--- src/rtl/cpu_run_ctrl.sv ---
// Run-control sequencer for the single-bit accumulator core: program store, run/step/halt/clear, instruction counter.
// Define CPU_RUN_CTRL_BP_EN to build the address breakpoint (hit logic, skip flag, BRK state).
module cpu_run_ctrl #(
  parameter int AW    = 4,
  parameter int CNT_W = 16
) (
  input  logic             CLK,
  input  logic             RST,
  input  logic             cmd_valid,
  input  logic [1:0]       cmd_op,
  output logic             cmd_ready,
  input  logic             prog_we,
  input  logic [AW-1:0]    prog_addr,
  input  logic             prog_wdata,
  output logic             prog_err,
  input  logic             bp_en,
  input  logic [AW-1:0]    bp_addr,
  input  logic [AW-1:0]    core_addr,
  output logic             core_data,
  output logic             core_ce,
  output logic             core_rst,
  output logic [1:0]       state,
  output logic [CNT_W-1:0] exec_cnt
);

  typedef enum logic [1:0] {
    S_IDLE = 2'd0,
    S_RUN  = 2'd1,
    S_STEP = 2'd2,
    S_BRK  = 2'd3
  } state_t;

  localparam logic [1:0] OP_CLEAR = 2'b00;
  localparam logic [1:0] OP_RUN   = 2'b01;
  localparam logic [1:0] OP_STEP  = 2'b10;
  localparam logic [1:0] OP_HALT  = 2'b11;

  state_t              st_q, st_d;
  logic                clr_q;
  logic                err_q;
  logic [2**AW-1:0]    prog_q;
  logic [CNT_W-1:0]    cnt_q;
  logic                accept;
  logic                do_clear;
  logic                wr_ok;
  logic                hit;

  assign accept   = cmd_valid && cmd_ready;
  assign do_clear = accept && (cmd_op == OP_CLEAR);
  // Writes are legal only while the core is not executing, judged on the pre-transition state.
  assign wr_ok    = (st_q == S_IDLE) || (st_q == S_BRK);

`ifdef CPU_RUN_CTRL_BP_EN
  logic skip_q, skip_d;

  assign hit = (st_q == S_RUN) && bp_en && (core_addr == bp_addr) && !skip_q;

  // skip lets a resumed run execute the breakpoint instruction once before re-arming.
  always_comb begin
    skip_d = skip_q;
    if (core_ce)
      skip_d = 1'b0;
    if (accept && (st_q == S_BRK) && (cmd_op == OP_RUN))
      skip_d = 1'b1;
    if (accept && ((cmd_op == OP_HALT) || (cmd_op == OP_CLEAR)))
      skip_d = 1'b0;
  end

  always_ff @(posedge CLK) begin
    if (RST)
      skip_q <= 1'b0;
    else
      skip_q <= skip_d;
  end
`else
  logic unused_bp;
  assign unused_bp = ^{bp_en, bp_addr};
  assign hit       = 1'b0;
`endif

  always_ff @(posedge CLK) begin
    if (RST) begin
      st_q   <= S_IDLE;
      clr_q  <= 1'b0;
      err_q  <= 1'b0;
      cnt_q  <= '0;
      prog_q <= '0;
    end else begin
      st_q  <= st_d;
      clr_q <= do_clear;
      err_q <= prog_we && !wr_ok;
      if (prog_we && wr_ok)
        prog_q[prog_addr] <= prog_wdata;
      if (do_clear)
        cnt_q <= '0;
      else if (core_ce && (cnt_q != '1))
        cnt_q <= cnt_q + 1'b1;
    end
  end

  always_comb begin
    st_d = st_q;
    unique case (st_q)
      S_IDLE: begin
        if (accept && (cmd_op == OP_RUN))
          st_d = S_RUN;
        else if (accept && (cmd_op == OP_STEP))
          st_d = S_STEP;
      end
      S_RUN: begin
        // HALT outranks a breakpoint hit in the same cycle.
        if (accept && (cmd_op == OP_HALT))
          st_d = S_IDLE;
        else if (hit)
          st_d = S_BRK;
      end
      S_STEP: st_d = S_IDLE;
      S_BRK: begin
        if (accept && (cmd_op == OP_RUN))
          st_d = S_RUN;
        else if (accept && (cmd_op == OP_STEP))
          st_d = S_STEP;
        else if (accept && (cmd_op == OP_HALT))
          st_d = S_IDLE;
      end
      default: st_d = S_IDLE;
    endcase
    if (do_clear)
      st_d = S_IDLE;
  end

  always_comb begin
    state     = st_q;
    cmd_ready = (st_q != S_STEP);
    core_ce   = ((st_q == S_RUN) && !hit) || (st_q == S_STEP);
    core_rst  = RST || clr_q;
  end

  assign core_data = prog_q[core_addr];
  assign prog_err  = err_q;
  assign exec_cnt  = cnt_q;

endmodule
--- config.mk ---
export PLATFORM = sky130hd
export DESIGN_NAME = cpu_run_ctrl
export DESIGN_NICKNAME = d
export VERILOG_FILES = /design/src/rtl/cpu_run_ctrl.sv
export SDC_FILE = /design/constraint.sdc
export NUM_CORES = 1
export LEC_CHECK = 0
export ABC_AREA = 1
export BUFFER_PORTS_ARGS = -buffer_cell sky130_fd_sc_hd__buf_2
export CAP_MARGIN = 20
export CORE_UTILIZATION = 35
export CTS_CLUSTER_DIAMETER = 120
export DETAILED_ROUTE_END_ITERATION = 7
export GPL_TIMING_DRIVEN = 0
export PLACE_DENSITY_LB_ADDON = 0.25
export SLEW_MARGIN = 40
export SYNTH_ARGS = -nofsm -noshare
export SYNTH_HDL_FRONTEND = slang
export SYNTH_SLANG_ARGS = --single-unit
--- constraint.sdc ---
create_clock -name CLK -period 2 [get_ports CLK]
set_clock_uncertainty 0.15 [all_clocks]
set_input_delay 0.3 -clock CLK [delete_from_list [all_inputs] [get_ports CLK]]
set_output_delay 0.3 -clock CLK [all_outputs]
set_load 0.01 [all_outputs]
==> results of run 1 <==
worst paths after layout:
check                                   to  slack [ps]  cells past startpoint
worst min register to register  prog_q[12]         310                      2
worst min-delay path                 clr_q          80                      2
worst max register to register   prog_q[2]         120                      9
worst max-delay path             prog_q[2]         120                      9
metal layers:
metal / GRT usage / vias to the layer above / wire length, um
met2: 0.253 / 36 / 2350
met3: 0.0337 / 2 / 190
li1: - / 1159 / -
met1: 0.225 / 997 / 2670
met4: 0.0482 / 0 / 27
met5: 0 / - / 0
sequential cells by signal, summed over array words and instances (netlist names):
register,flops
prog_q,16
state,2
exec_cnt,16
clr_q,1
prog_err,1
cell usage after synthesis (2+ instances only):
| library cell | n |
|---|---|
| a211oi_1 | 7 |
| a21oi_1 | 28 |
| buf_2 | 2 |
| buf_6 | 3 |
| clkbuf_1 | 4 |
| dfxtp_1 | 36 |
| ha_1 | 6 |
| inv_1 | 37 |
| inv_2 | 2 |
| nand2_1 | 91 |
| nand2_2 | 2 |
| nand2_4 | 2 |
| nand3_1 | 37 |
| nand4_1 | 4 |
| nor2_1 | 31 |
| nor2_2 | 3 |
| nor3_1 | 2 |
| nor3_4 | 3 |
| o211ai_1 | 2 |
| o21ai_0 | 12 |
| xnor2_1 | 3 |
| xor2_1 | 3 |
logic make-up after synthesis:
| logic type | Yosys count | synth area share |
|---|---|---|
| and+or+nand+nor | 181 | 0.381 |
| DFF | 36 | 0.327 |
| adders and majority gates | 6 | 0.0341 |
| AOI/OAI and AO/OA | 52 | 0.139 |
| buffers and inverters | 49 | 0.0949 |
| xor gates and xnor gates | 6 | 0.0239 |
worst max-delay path: stages (launching register included):
cell and delay [ps]:
dfxtp_2 370, inv_2 80, ha_4 270, inv_1 110
nand2_4 110, nor3_4 320, buf_4 170, nand2_1 40
nand2_1 70, a21oi_1 50
report_power, final:
group,total [uW],internal [uW],leakage [uW],switching [uW]
combinational,896,328,0.000706,568
clock,637,370,0.0000552,267
sequential,821,772,0.000292,49.3
metrics by stage:
stage,hold WS (ps),area (sq um)
4_1_cts,59.6,2590
3_3_place_gp,296,2470
3_5_place_dp,301,2470
6_report,75.8,2640
2_1_floorplan,226,2200
5_1_grt,63.1,2640
layout make-up:
cell class / instances / area, sq um
Fill cell: 647 / 3350
Inverter: 39 / 146
Sequential cell: 36 / 726
Multi-Input combinational cell: 245 / 1310
Timing Repair Buffer: 38 / 198
Buffer: 10 / 63.8
Tap cell: 75 / 93.8
Clock inverter: 2 / 35.0
Clock buffer: 6 / 72.6
timing repair:
item,4_1_cts,5_1_grt
setup endpoints to repair,15,20
buffers inserted,1,2
endpoints found under the hold margin,0,0
resized for setup,3,11
pin swaps,1,1
==> summary.txt, run 1 <==
STA
  – Sum Neg Setup Slack: 0 ps
  – Final setup vio count: 0
  – Final min period: 1880 ps
  – Final period util: 0.940
  – RSZ-0062 raised after global routing: false
  – Final worst setup slack: 119 ps
  – Fin. Hold Viols: 0
  – Slew @ Worst Pin: 534 ps
  – Pins Over Slew Limit: 0
  – Max Freq: 532 MHz
  – Max_slew headroom: 0.644

Routing
  – 1st-iter DRT viols: 71
  – DR vias/cell: 4.86
  – Post-route DRC: 0
  – DR WL/cell: 11.6 um
  – Via count: 2194
  – DRT Pass-1 Iters: 4
  – Final WL: 5.23 mm
  – ANT nets after route: 0

Synth
  – Syn_nets: 356
  – Cell taking the most area after synthesis: dfxtp_1
  – Synth area leaders: dfxtp_1 (33%), nand2_1 (16%), nand3_1 (8.4%)
  – Synth Warn #: 0
  – Post-synthesis register bit count: 36
  – Yosys cell types: 32
  – Avg Cell Area, Syn: 6.67 sq um
  – Top_reg_cell synth: dfxtp_1
  – Mapped Cells: 330
  – Post-synth EDFFs: 0
  – Post-synthesis cell area: 2200 sq um
  – Sequential area share after synthesis: 0.327
  – Yosys top cell area share: 0.327
  – Ys async rst share: 0

Clock tree
  – TritonCTS clock tree: done
  – Sink Count: 36
  – Worst-skew pair later-pin latency: 280 ps
  – Root buffer cell: clkbuf_8
  – Clock Path Buffers: 2
  – Clock transition at path regs: 80 ps
  – Hold buffers post-CTS: 0
  – CTS Buf Count: 5
  – H-tree levels: 2

Final layout
  – Commonest non-fill, non-tap cells in the layout: nand2_1 (90), buf_2 (37), nand3_1 (37)
  – Final Non-Filler Cells: 451
  – Fraction of layout cells with a size suffix above 1: 0.205
  – Final layout net count: 401
  – Commonest non-fill, non-tap cell in the layout: nand2_1
  – End-of-flow core utilization: 0.441
  – ANT cells: 0
  – Area Growth Syn to Fin: 19.9%

Die
  – Initial Utilization: 0.368
  – Core Box Area: 5990 sq um
  – # IOs: 43
  – Chip height: 81.3 um
  – Die span in x: 81.3 um
  – Die area: 6610 sq um
  – Core Rows: 28

Worst setup path
  – Arrival time worst endpoint: 1890 ps
  – Worst Setup Start Kind: flip-flop
  – Worst setup EP type: flip-flop
  – Beginning of the critical path: state[0]
  – Worst R2R Start: state[0]
  – Crit-path max FO: 5
  – Critical Path RT: 2010 ps
  – CP Class: reg2reg

GRT
  – Largest net degree at the start of global routing: 12
  – Vias in the first global route: 1815
  – GRT overflow: 0
  – Global-route wire length before repair: 8.24 mm
  – Initial antenna violation count: 0
  – Global Route Usage Sum: 0.163

Status
  – Outcome: completed

Placement
  – Pre-CTS WS: -108 ps
  – GP Congestion: 0.811
  – Placed cell count: 440
  – Hpwl dp: 3.95 mm
  – Port bufs: 35

Hold path
  – Hold Path Origin: cmd_op[1]
  – Hold crit path type: in2reg

Flow run
  – Max_cap viols: 0

Power and ir drop
  – Pleak: 0.00105 uW
  – Peak supply drop: 0.000667 V
  – PD cells: 891 nW/um^2
  – Final Power: 2350 uW
Power figures use the tool's default switching activity.
==> run 2: changes to the inputs <==
- CAP_MARGIN: 20 -> 0
- SETUP_SLACK_MARGIN: not set -> 0.15
==> summary.txt, run 2 (synthesized netlist as in run 1, its figures left out) <==
Status
  – Outcome: completed

Placement
  – Hpwl dp: 3.93 mm (-0.73%)
  – Post-DP Area: 2470 sq um (+0.10%)
  – GP Congestion: 0.792 (-2.4%)
  – Port bufs: 35 (unchanged)

Routing
  – Routed wl met3: 209 um (+10%)
  – Post-route DRC: 0 (unchanged)
  – Met1 wire length: 2.66 mm (-0.15%)
  – 1st-iter DRT viols: 121 (+70%)
  – DR WL/cell: 11.7 um (+0.59%)
  – ANT nets after route: 0 (unchanged)
  – DR vias/cell: 4.82 (-0.83%)
  – Via count: 2171 (-1.0%)
  – Routed wl met2: 2.35 mm (+0.26%)
  – DRT Pass-1 Iters: 5 (+1)
  – Final WL: 5.25 mm (+0.36%)
  – Max layer used: met4

STA
  – Max_slew headroom: 0.685 (+0.0408)
  – Max Freq: 564 MHz (+6.1%)
  – Final min period: 1770 ps (-108 ps)
  – RSZ-0062 raised after global routing: true
  – Sum Neg Setup Slack: 0 ps (unchanged)
  – Final setup vio count: 0 (unchanged)
  – Pins Over Slew Limit: 0 (unchanged)
  – Final period util: 0.887 (-0.0538)
  – Fin. Hold Viols: 0 (unchanged)
  – Slew @ Worst Pin: 473 ps (-61.2 ps)

Worst setup path
  – Reg2reg setup slack: 230 ps (+110 ps)
  – Worst R2R Start: state[0]
  – R2R Path End: prog_q[11]
  – Worst setup EP type: flip-flop
  – Worst Setup Start Kind: flip-flop
  – Worst Reg2Reg Path Length in Cells: 9 (unchanged)
  – Crit-path max FO: 5 (unchanged)
  – Arrival time worst endpoint: 1770 ps (-120 ps)
  – CP Class: reg2reg
  – Critical Path RT: 2000 ps (about the same)

Final layout
  – ANT cells: 0 (unchanged)
  – Area Growth Syn to Fin: 19.0%
  – Commonest non-fill, non-tap cell in the layout: nand2_1
  – Footprint of the multi-input gates: 1310 sq um (+0.19%)
  – Commonest non-fill, non-tap cells in the layout: nand2_1 (91), nand3_1 (37), buf_2 (36)
  – Design area: 2620 sq um (-0.76%)
  – Fill count: 632 (-2.3%)
  – Final layout net count: 401 (unchanged)
  – FF/Latch Area: 731 sq um (+0.69%)
  – Fraction of layout cells with a size suffix above 1: 0.208 (+0.00321)

Power and ir drop
  – Final Power: 2240 uW (-4.7%)
  – Pleak: 0.00104 uW (-1.7%)
  – PD cells: 856 nW/um^2 (-4.0%)
  – Peak supply drop: 0.000469 V (-30%)

Die
  – Initial Utilization: 0.368 (unchanged)
  – Core Box Area: 5990 sq um (unchanged)
  – # IOs: 43 (unchanged)
  – Die area: 6610 sq um (unchanged)
  – Core Rows: 28 (unchanged)
  – Chip height: 81.3 um (unchanged)
  – Die span in x: 81.3 um (unchanged)

GRT
  – Global Route Usage Sum: 0.169 (+0.00627)
  – Global-route wire length before repair: 8.60 mm (+4.4%)
  – Vias in the first global route: 1901 (+4.7%)
  – GRT overflow: 0 (unchanged)
  – Largest net degree at the start of global routing: 11 (-1)
  – Initial antenna violation count: 0 (unchanged)

Hold path
  – Hold crit path type: in2reg
  – Hold Path Origin: cmd_op[1]
  – Hold endpoint: clr_q
  – Worst Hold Depth: 2 (unchanged)

Clock tree
  – TritonCTS clock tree: done
  – CTS Buf Count: 5 (unchanged)
  – Clock Path Buffers: 2 (unchanged)
  – Root buffer cell: clkbuf_8
  – H-tree levels: 2 (unchanged)
  – Clock transition at path regs: 70 ps (about the same)
  – Worst-skew pair later-pin latency: 280 ps (about the same)
  – Sink Count: 36 (unchanged)

Flow run
  – Max_cap viols: 0 (unchanged)
-- run 2: changes by cell type in the layout (fill, tap and decap cells not counted), sizes merged --
| cell | change |
|---|---|
| clkbuf | +1 |
| buf | -1 |
| bufinv | -1 |
-- run 2: layout make-up --
cell class	instances	share of cell area
inverters	39	0.0559
repair buffers	38	0.0755
flip-flops and latches	36	0.279
multi-input cells	245	0.499
clock buffers	6	0.0277
well taps	75	0.0358
clock inverters	1	0.00191
plain buffers	10	0.0253
-- run 2: timing repair --
| item | CTS | global route |
|---|---|---|
| gates resized for setup | 10 | 8 |
| pin swaps | 1 | 2 |
| hold buffers | 0 | 0 |
| setup endpoints to repair | 28 | 22 |
| buffers inserted | 0 | 3 |
-- run 2: where the power goes --
part | internal (uW) | leakage [uW] | switching (uW)
Combinational | 337 | 0.000701 | 571
Clock | 237 | 0.0000410 | 263
Sequential | 777 | 0.000293 | 57.0
Total | 1350 | 0.00104 | 891
-- run 2: worst max-delay path by stage --
stage                   start         end  cells past startpoint
CTS                  state[0]  prog_q[10]                      7
detailed placement   state[1]  prog_q[15]                      8
global route        prog_q[6]   core_data                      7
finish               state[0]  prog_q[11]                      9
floorplan            state[0]  prog_q[15]                      8
global placement     state[1]  prog_q[15]                      8
-- run 2: routing by layer --
metal,vias to the layer above,track usage
met5,-,0
met2,34,0.273
li1,1156,-
met3,2,0.0404
met1,979,0.224
met4,0,0.0429
-- run 2: through the flow --
step	setup slack, ps	hold WS [ps]	std cells	utilization
finish	227	68.3	450	0.437
CTS	150	60.0	447	0.431
floorplan	200	226	330	-
global route	123	70.4	450	0.437
global placement	15.3	299	440	0.413
detailed placement	2.12	301	440	0.413
-- run 2: worst max-delay path, stage by stage, from the launching register on --
cell     delay, ps
dfxtp_4        370
inv_2           60
ha_4           280
inv_2           80
nand2_4         90
nor3_4         280
buf_4          160
nand2_1         40
nand2_1         70
a21oi_1         60
